**src/rtl/tag_fifo.sv**
```systemverilog
// tag_fifo -- free-list of rename tags for the dispatcher.
//
// Holds every rename tag that is currently free. The dispatcher takes the
// head tag (show-ahead, zero latency) and tags completed on the CDB are
// pushed back. Order is preserved for the tags the list holds.
//
// Ports:
//   clk          rising-edge clock
//   rst          asynchronous, active-high reset (restores identity list)
//   alloc_req    dispatcher consumes the head tag this cycle
//   alloc_tag    head tag, combinational from storage
//   alloc_valid  head tag valid (list not empty)
//   cdb_valid    CDB broadcast valid; returns cdb_tag
//   cdb_tag      tag being returned
//   count        number of free tags held, 0..DEPTH
//   full         count == DEPTH
//   empty        count == 0
//   ovf_err      sticky: a return was dropped because the list was full
//   unf_err      sticky: alloc_req arrived while empty
//   dup_err      sticky: a return of a tag not currently allocated was
//                rejected (present only with TAG_FIFO_DUP_CHK_EN)
//
// Optional feature macro: TAG_FIFO_DUP_CHK_EN enables an in-use bitmap that
// rejects returns of tags that were never handed out.
//
// DEPTH must equal 2**TAG_W so the pointers wrap naturally.

module tag_fifo #(
  parameter int TAG_W = 6,
  parameter int DEPTH = 64
) (
  input  logic             clk,
  input  logic             rst,
  input  logic             alloc_req,
  output logic [TAG_W-1:0] alloc_tag,
  output logic             alloc_valid,
  input  logic             cdb_valid,
  input  logic [TAG_W-1:0] cdb_tag,
  output logic [TAG_W:0]   count,
  output logic             full,
  output logic             empty,
  output logic             ovf_err,
`ifdef TAG_FIFO_DUP_CHK_EN
  output logic             unf_err,
  output logic             dup_err
`else
  output logic             unf_err
`endif
);

  localparam logic [TAG_W:0]   FULL_CNT = (TAG_W + 1)'(DEPTH);
  localparam logic [TAG_W:0]   CNT_ZERO = '0;
  localparam logic [TAG_W:0]   CNT_ONE  = (TAG_W + 1)'(1);
  localparam logic [TAG_W-1:0] PTR_ONE  = TAG_W'(1);

  logic [TAG_W-1:0] storage_q [DEPTH];
  logic [TAG_W-1:0] storage_d [DEPTH];
  logic [TAG_W-1:0] rd_ptr_q, rd_ptr_d;
  logic [TAG_W-1:0] wr_ptr_q, wr_ptr_d;
  logic [TAG_W:0]   count_q, count_d;
  logic             ovf_err_q, ovf_err_d;
  logic             unf_err_q, unf_err_d;

  logic             is_full;
  logic             is_empty;
  logic             pop_ok;
  logic             push_ok;
  logic             return_ok;

`ifdef TAG_FIFO_DUP_CHK_EN
  logic [DEPTH-1:0] in_use_q, in_use_d;
  logic             dup_err_q, dup_err_d;
`endif

  // Status is derived from the occupancy counter only; pointer compare
  // cannot distinguish full from empty when they coincide.
  assign is_full  = (count_q == FULL_CNT);
  assign is_empty = (count_q == CNT_ZERO);

  assign alloc_tag   = storage_q[rd_ptr_q];
  assign alloc_valid = !is_empty;
  assign count       = count_q;
  assign full        = is_full;
  assign empty       = is_empty;
  assign ovf_err     = ovf_err_q;
  assign unf_err     = unf_err_q;

`ifdef TAG_FIFO_DUP_CHK_EN
  // A return is only legal for a tag that is currently handed out. The
  // check uses the registered bitmap, so a tag popped this same cycle is not
  // yet considered in use.
  assign return_ok = in_use_q[cdb_tag];
  assign dup_err   = dup_err_q;
`else
  assign return_ok = 1'b1;
`endif

  // A pop frees a slot in the same cycle, so a return can be accepted while
  // full if the head is being consumed. When empty the pop is ignored and
  // the pushed tag appears at the head only after the edge (no bypass).
  assign pop_ok  = alloc_req && !is_empty;
  assign push_ok = cdb_valid && return_ok && (!is_full || pop_ok);

  always_comb begin
    storage_d = storage_q;
    rd_ptr_d  = rd_ptr_q;
    wr_ptr_d  = wr_ptr_q;
    count_d   = count_q;
    ovf_err_d = ovf_err_q;
    unf_err_d = unf_err_q;

    if (pop_ok) begin
      rd_ptr_d = rd_ptr_q + PTR_ONE;
    end
    if (push_ok) begin
      storage_d[wr_ptr_q] = cdb_tag;
      wr_ptr_d            = wr_ptr_q + PTR_ONE;
    end

    if (pop_ok && !push_ok) begin
      count_d = count_q - CNT_ONE;
    end else if (push_ok && !pop_ok) begin
      count_d = count_q + CNT_ONE;
    end

    if (cdb_valid && is_full && !pop_ok) begin
      ovf_err_d = 1'b1;
    end
    if (alloc_req && is_empty) begin
      unf_err_d = 1'b1;
    end
  end

`ifdef TAG_FIFO_DUP_CHK_EN
  // Set on dispatch, cleared on an accepted return; the clear is applied
  // last so it wins when the same tag is popped and returned together.
  always_comb begin
    in_use_d  = in_use_q;
    dup_err_d = dup_err_q;
    if (pop_ok) begin
      in_use_d[storage_q[rd_ptr_q]] = 1'b1;
    end
    if (push_ok) begin
      in_use_d[cdb_tag] = 1'b0;
    end
    if (cdb_valid && !return_ok) begin
      dup_err_d = 1'b1;
    end
  end

  always_ff @(posedge clk or posedge rst) begin
    if (rst) begin
      in_use_q  <= '0;
      dup_err_q <= 1'b0;
    end else begin
      in_use_q  <= in_use_d;
      dup_err_q <= dup_err_d;
    end
  end
`endif

  // Reset reloads the identity list: every tag is free and the head is 0.
  always_ff @(posedge clk or posedge rst) begin
    if (rst) begin
      for (int i = 0; i < DEPTH; i++) begin
        storage_q[i] <= TAG_W'(i);
      end
      rd_ptr_q  <= '0;
      wr_ptr_q  <= '0;
      count_q   <= FULL_CNT;
      ovf_err_q <= 1'b0;
      unf_err_q <= 1'b0;
    end else begin
      storage_q <= storage_d;
      rd_ptr_q  <= rd_ptr_d;
      wr_ptr_q  <= wr_ptr_d;
      count_q   <= count_d;
      ovf_err_q <= ovf_err_d;
      unf_err_q <= unf_err_d;
    end
  end

endmodule

```
**config.mk**
```make
export PLATFORM = sky130hd
export DESIGN_NAME = tag_fifo
export DESIGN_NICKNAME = d
export VERILOG_FILES = /design/src/rtl/tag_fifo.sv
export SDC_FILE = /design/constraint.sdc
export NUM_CORES = 1
export LEC_CHECK = 0
export ABC_AREA = 1
export BUFFER_PORTS_ARGS = -buffer_cell sky130_fd_sc_hd__buf_2
export CAP_MARGIN = 20
export CORE_MARGIN = 2
export CORE_UTILIZATION = 40
export DETAILED_ROUTE_END_ITERATION = 10
export GPL_ROUTABILITY_DRIVEN = 0
export PLACE_DENSITY = 0.58
export SYNTH_ARGS = -nofsm -noshare
export SYNTH_HDL_FRONTEND = slang
export SYNTH_SLANG_ARGS = --single-unit
```
**constraint.sdc**
```tcl
create_clock -name clk -period 16.4 [get_ports clk]
set_clock_uncertainty 0.05 [all_clocks]
set_input_delay 3.28 -clock clk [delete_from_list [all_inputs] [get_ports clk]]
set_output_delay 3.28 -clock clk [all_outputs]
set_load 0.02 [all_outputs]
```
Yosys cells after proc, flatten, opt, wreduce, memory -nomap -nowiden
Index checks and enable logic that the tools add are counted.
- bits in registers: 405
- input port bits: 10
- output and inout port bits: 18
- logic and storage cells: 102
- add/subtract/negate cells: 4
- magnitude comparators: 3
- eq/ne operators: 1
- multiplexer cells: 8
- bitwise operators: 2
- reduce and logical (&&, ||, !) cells: 15
- operator list (cell ; number):
    bitwise mux 384 bit ; 1
    binary-select mux 6 bit (select 6 bit) ; 1
    demux 6 bit (select 6 bit) ; 1
    2-to-1 mux 6 bit ; 3
    >= comparator 7 bit, second input constant ; 2
    2-to-1 mux 7 bit ; 2
    NOT 6 -> 7 bit ; 2
    adder 6 x 1 -> 6 bit, second input constant ; 2
    logical AND 1 bit ; 8
    adder 7 x 1 -> 7 bit, second input constant ; 1
    == test 7 bit, second input constant ; 1
    logical NOT 7 bit ; 1
    < comparator 7 x 1 -> 1 bit, second input constant ; 1
    subtractor 7 x 1 -> 7 bit, second input constant ; 1
    logical NOT 1 bit ; 4
    nonzero test 2 bit ; 1
    logical OR 1 bit ; 1

Logic depth before layout (Yosys ltp)
- depth after elaboration: 8
- gate-level depth with buffers: 19
- depth with buffers taken out: 18

Least setup slack after synthesis
Ideal clock, no wire load.
- path type: input-to-reg
- start point: input alloc_req
- end point: register count_q[4] (netlist: count[4])
- setup time: 127 ps
- arrival time: 4890 ps
- data required time: 16223 ps
- slack: 11333 ps
- stages on the path: 14
- buffers on the path: 1
- path through: nand2_1 -> inv_1 -> ha_1 -> buf_2 -> xnor2_1 -> inv_1 -> ha_1 -> inv_1 -> nand2_1 -> nand3_1 -> o21ai_0 -> or2_2 -> nand3_1 -> o21ai_0
- longest elaborated chain between the ends: 6
- elaborated cells between the ends (all ways): 9
- those cells by class: mux (1); reduce/logical (8)
- RTL lines (item ; RTL line ; text):
    start: declaration ; 34 ; input logic alloc_req,
    logical AND 1 bit (*) ; 101 ; assign pop_ok = alloc_req && !is_empty;
    via pop_ok ; 66 ; logic pop_ok;
    logical OR 1 bit ; 102 ; assign push_ok = cdb_valid && return_ok && (!is_full || pop_ok);
    logical AND 1 bit ; 102 ;
    logical NOT 1 bit ; 120 ; if (pop_ok && !push_ok) begin
    logical AND 1 bit ; 120 ;
    2-to-1 mux 7 bit or nonzero test 2 bit (tied branches) ; - ;
    end signal: assignment ; 177 ; count_q <= count_d;
    end: declaration ; 60 ; logic [TAG_W:0] count_q, count_d;
The timed path passes the listed nets; every way through them passes the cells marked *.
A chain may end at the register's enable or synchronous reset.

Worst setup path in the final report
- start point: register rd_ptr_q[0]
- end point: output alloc_tag[4]
- longest elaborated chain between the ends: 4
- RTL lines (item ; RTL line ; text):
    start: declaration ; 58 ; logic [TAG_W-1:0] rd_ptr_q, rd_ptr_d;
    start signal: assignment ; 175 ; rd_ptr_q <= rd_ptr_d;
    NOT 6 -> 7 bit (not written as such) ; 80 ; assign alloc_tag = storage_q[rd_ptr_q];
    binary-select mux 6 bit (select 6 bit) ; 80 ;
    2-to-1 mux 6 bit (not written as such) (2 in series) ; 80 ;
    end: declaration ; 35 ; output logic [TAG_W-1:0] alloc_tag,
Every way passes these cells. The select of a mux whose other input is x is not followed.

==> results.yml <==
yosys:
  dominantRegCellSynth: "sky130_fd_sc_hd__dfrtp_1"
  synth.yosys.seq_area_share_pct: 48.4
  largest_family_of_logic_cells_by_synthesized_area: "simple AND/OR/NAND/NOR gates"
  synth_cell_type_count: 30
  synth_compound_gate_area_share_pct: 5.79
  synth_largest_area_cell: "sky130_fd_sc_hd__dfrtp_1"
  yosysWarningCount: 0
  yosys.area_share.adder_pct: 0.292
  netlist_top_cells_area: "sky130_fd_sc_hd__dfrtp_1 25%, sky130_fd_sc_hd__dfstp_2 24%, sky130_fd_sc_hd__nand2_1 17%"
  synth.mux.area_fraction_pct: 0
  synthesis.area_per_instance_um2: 7.38
  synthArstFlopShare_pct: 100
  yosys.area.top_type_share_pct: 24.8
  netlist_area_um2: 21400
  postSynthCellCount: 2902
  syn-num-nets: 2917
  synth-seq-cells: 405
  number_of_enable_type_register_cells_in_the_synthesized_netlist: 0
  synth_xor_area_share_pct: 0.491
  synth-simple-area-share_pct: 37.0
timing:
  max_slew_margin_pct: 27.1
  unrepaired_setup_endpoints_after_global_routing: "no"
  final-hold-violation-count: 0
  maxClockFrequency_ghz: 0.127
  final.setup.tns_ps: 0
  worst_tran_pin_value_ps: 1090
  min_period_ps: 7870
  setup_violations: 0
  slew_viol_final: 0
  fin_crit_sh_pct: 48.0
power:
  peakVddDrop_v: 0.0000972
  power_mw: 4.46
  powerDensity_nw_per_um2: 193
  p_leak_nw: 12.0
setup_path:
  path_buf_inv: 3
  critical_path.startpoint_type: "register"
  sequence_of_cells_on_the_critical_path: "buf_4 -> buf_4 -> nand2_1 -> nand2_1 -> nand2_1 -> a21oi_1 -> nor2_1 -> nand2_1 -> nand3_1 -> nand2_1 -> buf_2"
  path_delay_family: "buffers and inverters"
  critical_path_arrival_ps: 4540
  path_common_cell: "sky130_fd_sc_hd__nand2_1"
  cp_data_required_time_ps: 13070
  critical_path.max_fanout: 82
  critical_path.endpoint_type: "output pin"
  critPathKind: "register to output pin"
  critical-path-max-stage-delay_ps: 1010
  cp_slowest_cell: "sky130_fd_sc_hd__dfrtp_4"
floorplanning:
  core_area_um2: 52800
  floorplan.die.height_um: 235
  core.rowCount: 84
  initial_utilization_pct: 40.6
  die_w_um: 235
  die_footprint_um2: 55400
  io-pin-count: 28
final_layout:
  n_antenna_cell: 0
  number_of_nets_in_the_finished_design: 2836
  layout_commonest_cell: "sky130_fd_sc_hd__nand2_1"
  synthToLayoutAreaGrowth_pct: 7.69
  multi_input_gate_area_um2: 9330
  seq_area_um2: 10400
  fillers: 5388
  drive_gt1_share_pct: 13.2
  final_cell_mix: "991 x sky130_fd_sc_hd__nand2_1, 406 x sky130_fd_sc_hd__nand3_1, 403 x sky130_fd_sc_hd__nor2_1"
run:
  max-cap-violations: 0
detailed_routing:
  detailedRoute.firstPassIterationCount: 6
  ant_nets: 0
  vias: 18521
  drt_iter0_drc: 1628
  routed_wire_length_per_instance_um: 17.9
  drt-vias-per-instance: 5.22
  wirelength_mm: 63.4
  remaining_drc_errors: 0
grt:
  antenna_violations_before_repair: 1
  global_route_wire_length_before_repair_mm: 101
  first_global_vias: 17529
  maximum_number_of_pins_on_one_net_before_global_route_repair: 156
  grt_overflow: 0
  grt.total_usage_pct: 22.9
clock_network:
  cts.htree.levels: 2
  root_buffer: "sky130_fd_sc_hd__clkbuf_16"
  cts_setup_buffers: 0
  clock_pin_slew_on_the_worst_setup_and_hold_paths_ps: 60
  cts_sinks: 405
  cts_tree: "done"
  cts_hold_buf: 0
  cts_inserted_buffers: 45
  post_cts_resized: 0
  cts.path.max_buffers: 3
  insertion_delay_ps: 590
min_path:
  hold_path_class: "register to register"
run_status:
  outcome: "finished, final reports clean"
placement:
  post-dp-hpwl_mm: 37.7
  io_buffer_count: 27
-- metrics by stage --
stage	utilization (%)	hold WS, ps	area, µm²	setup WS (ps)	instances
after floorplan	-	384	21400	2120	2902
after global placement	40.9	393	21600	9130	3462
after detailed placement	40.9	402	21600	9160	3462
after CTS	43.7	412	23100	8530	3546
after global routing	43.7	422	23100	8300	3546
final	43.7	411	23100	8530	3546
-- final timing paths --
path,cells past startpoint,to,slack [ps],startpoint
max,11,alloc_tag[4],8530,rd_ptr_q[0]$_DFFE_PP0P_
min in group asynchronous,2,storage_q[210]$_DFFE_PP0P_,2750,rst
min reg2reg,2,storage_q[225]$_DFFE_PP1P_,410,storage_q[225]$_DFFE_PP1P_
max in group asynchronous,5,storage_q[54]$_DFFE_PP0P_,10300,rst
max reg2reg,6,rd_ptr_q[5]$_DFFE_PP0P_,12940,rd_ptr_q[0]$_DFFE_PP0P_
min,2,storage_q[225]$_DFFE_PP1P_,410,storage_q[225]$_DFFE_PP1P_
-- cell usage after synthesis, types with 3 or more instances --
cell type	n
sky130_fd_sc_hd__buf_12	4
sky130_fd_sc_hd__xor2_1	10
sky130_fd_sc_hd__ha_1	5
sky130_fd_sc_hd__o21ai_0	61
sky130_fd_sc_hd__dfstp_2	193
sky130_fd_sc_hd__nor2_1	403
sky130_fd_sc_hd__nand2_1	991
sky130_fd_sc_hd__buf_1	28
sky130_fd_sc_hd__buf_6	22
sky130_fd_sc_hd__buf_2	75
sky130_fd_sc_hd__inv_1	184
sky130_fd_sc_hd__clkinv_1	3
sky130_fd_sc_hd__a21oi_1	181
sky130_fd_sc_hd__clkbuf_1	44
sky130_fd_sc_hd__nand3_1	406
sky130_fd_sc_hd__nand2_4	46
sky130_fd_sc_hd__nor3_1	4
sky130_fd_sc_hd__dfrtp_1	212
sky130_fd_sc_hd__or2_2	7
sky130_fd_sc_hd__nand2_2	8
-- routing by layer --
layer | global-route usage, % | vias up | wire (µm)
met5 | 0 | - | 0
met4 | 6.22 | 0 | 1380
met3 | 4.23 | 89 | 4500
met2 | 36.1 | 639 | 28400
met1 | 32.3 | 8844 | 29100
li1 | - | 8949 | -
-- flip-flops by register name, indices dropped and copies added, names as in the netlist --
register,count
storage_q,384
wr_ptr_q,6
unf_err,1
count,7
ovf_err,1
rd_ptr_q,6
-- worst register-to-register path: stages, from the launching register on --
cell,delay [ps]
sky130_fd_sc_hd__dfrtp_4,1010
sky130_fd_sc_hd__buf_4,720
sky130_fd_sc_hd__buf_4,830
sky130_fd_sc_hd__nand2_1,200
sky130_fd_sc_hd__nor3_1,240
sky130_fd_sc_hd__nand2_1,120
sky130_fd_sc_hd__xor2_1,170
-- where the power goes --
part	internal (mW)	total (mW)	switching (mW)
Clock	0.603	1.03	0.422
Combinational	0.495	1.71	1.22
Sequential	1.49	1.72	0.234
-- logic make-up (layout without fill, tap and decap cells) --
logic type,after synthesis,count (layout)
AO/OA/AOI/OAI,246,246
XOR/XNOR,12,12
adder cells (fa/ha/maj),5,5
buffers and inverters,365,321
flip-flops,405,405
AND/OR/NAND/NOR,1869,1869
-- area by class of cell --
cell class                 count  area share (%)
clock buffer                  72            5.77
timing repair buffer          47            1.24
clock inverter                12           0.613
inverter                     190            3.19
sequential                   405            45.0
multi-input combinational   2132            40.4
tap                          688            3.73
Note: power is estimated with default switching activity, not from simulation.
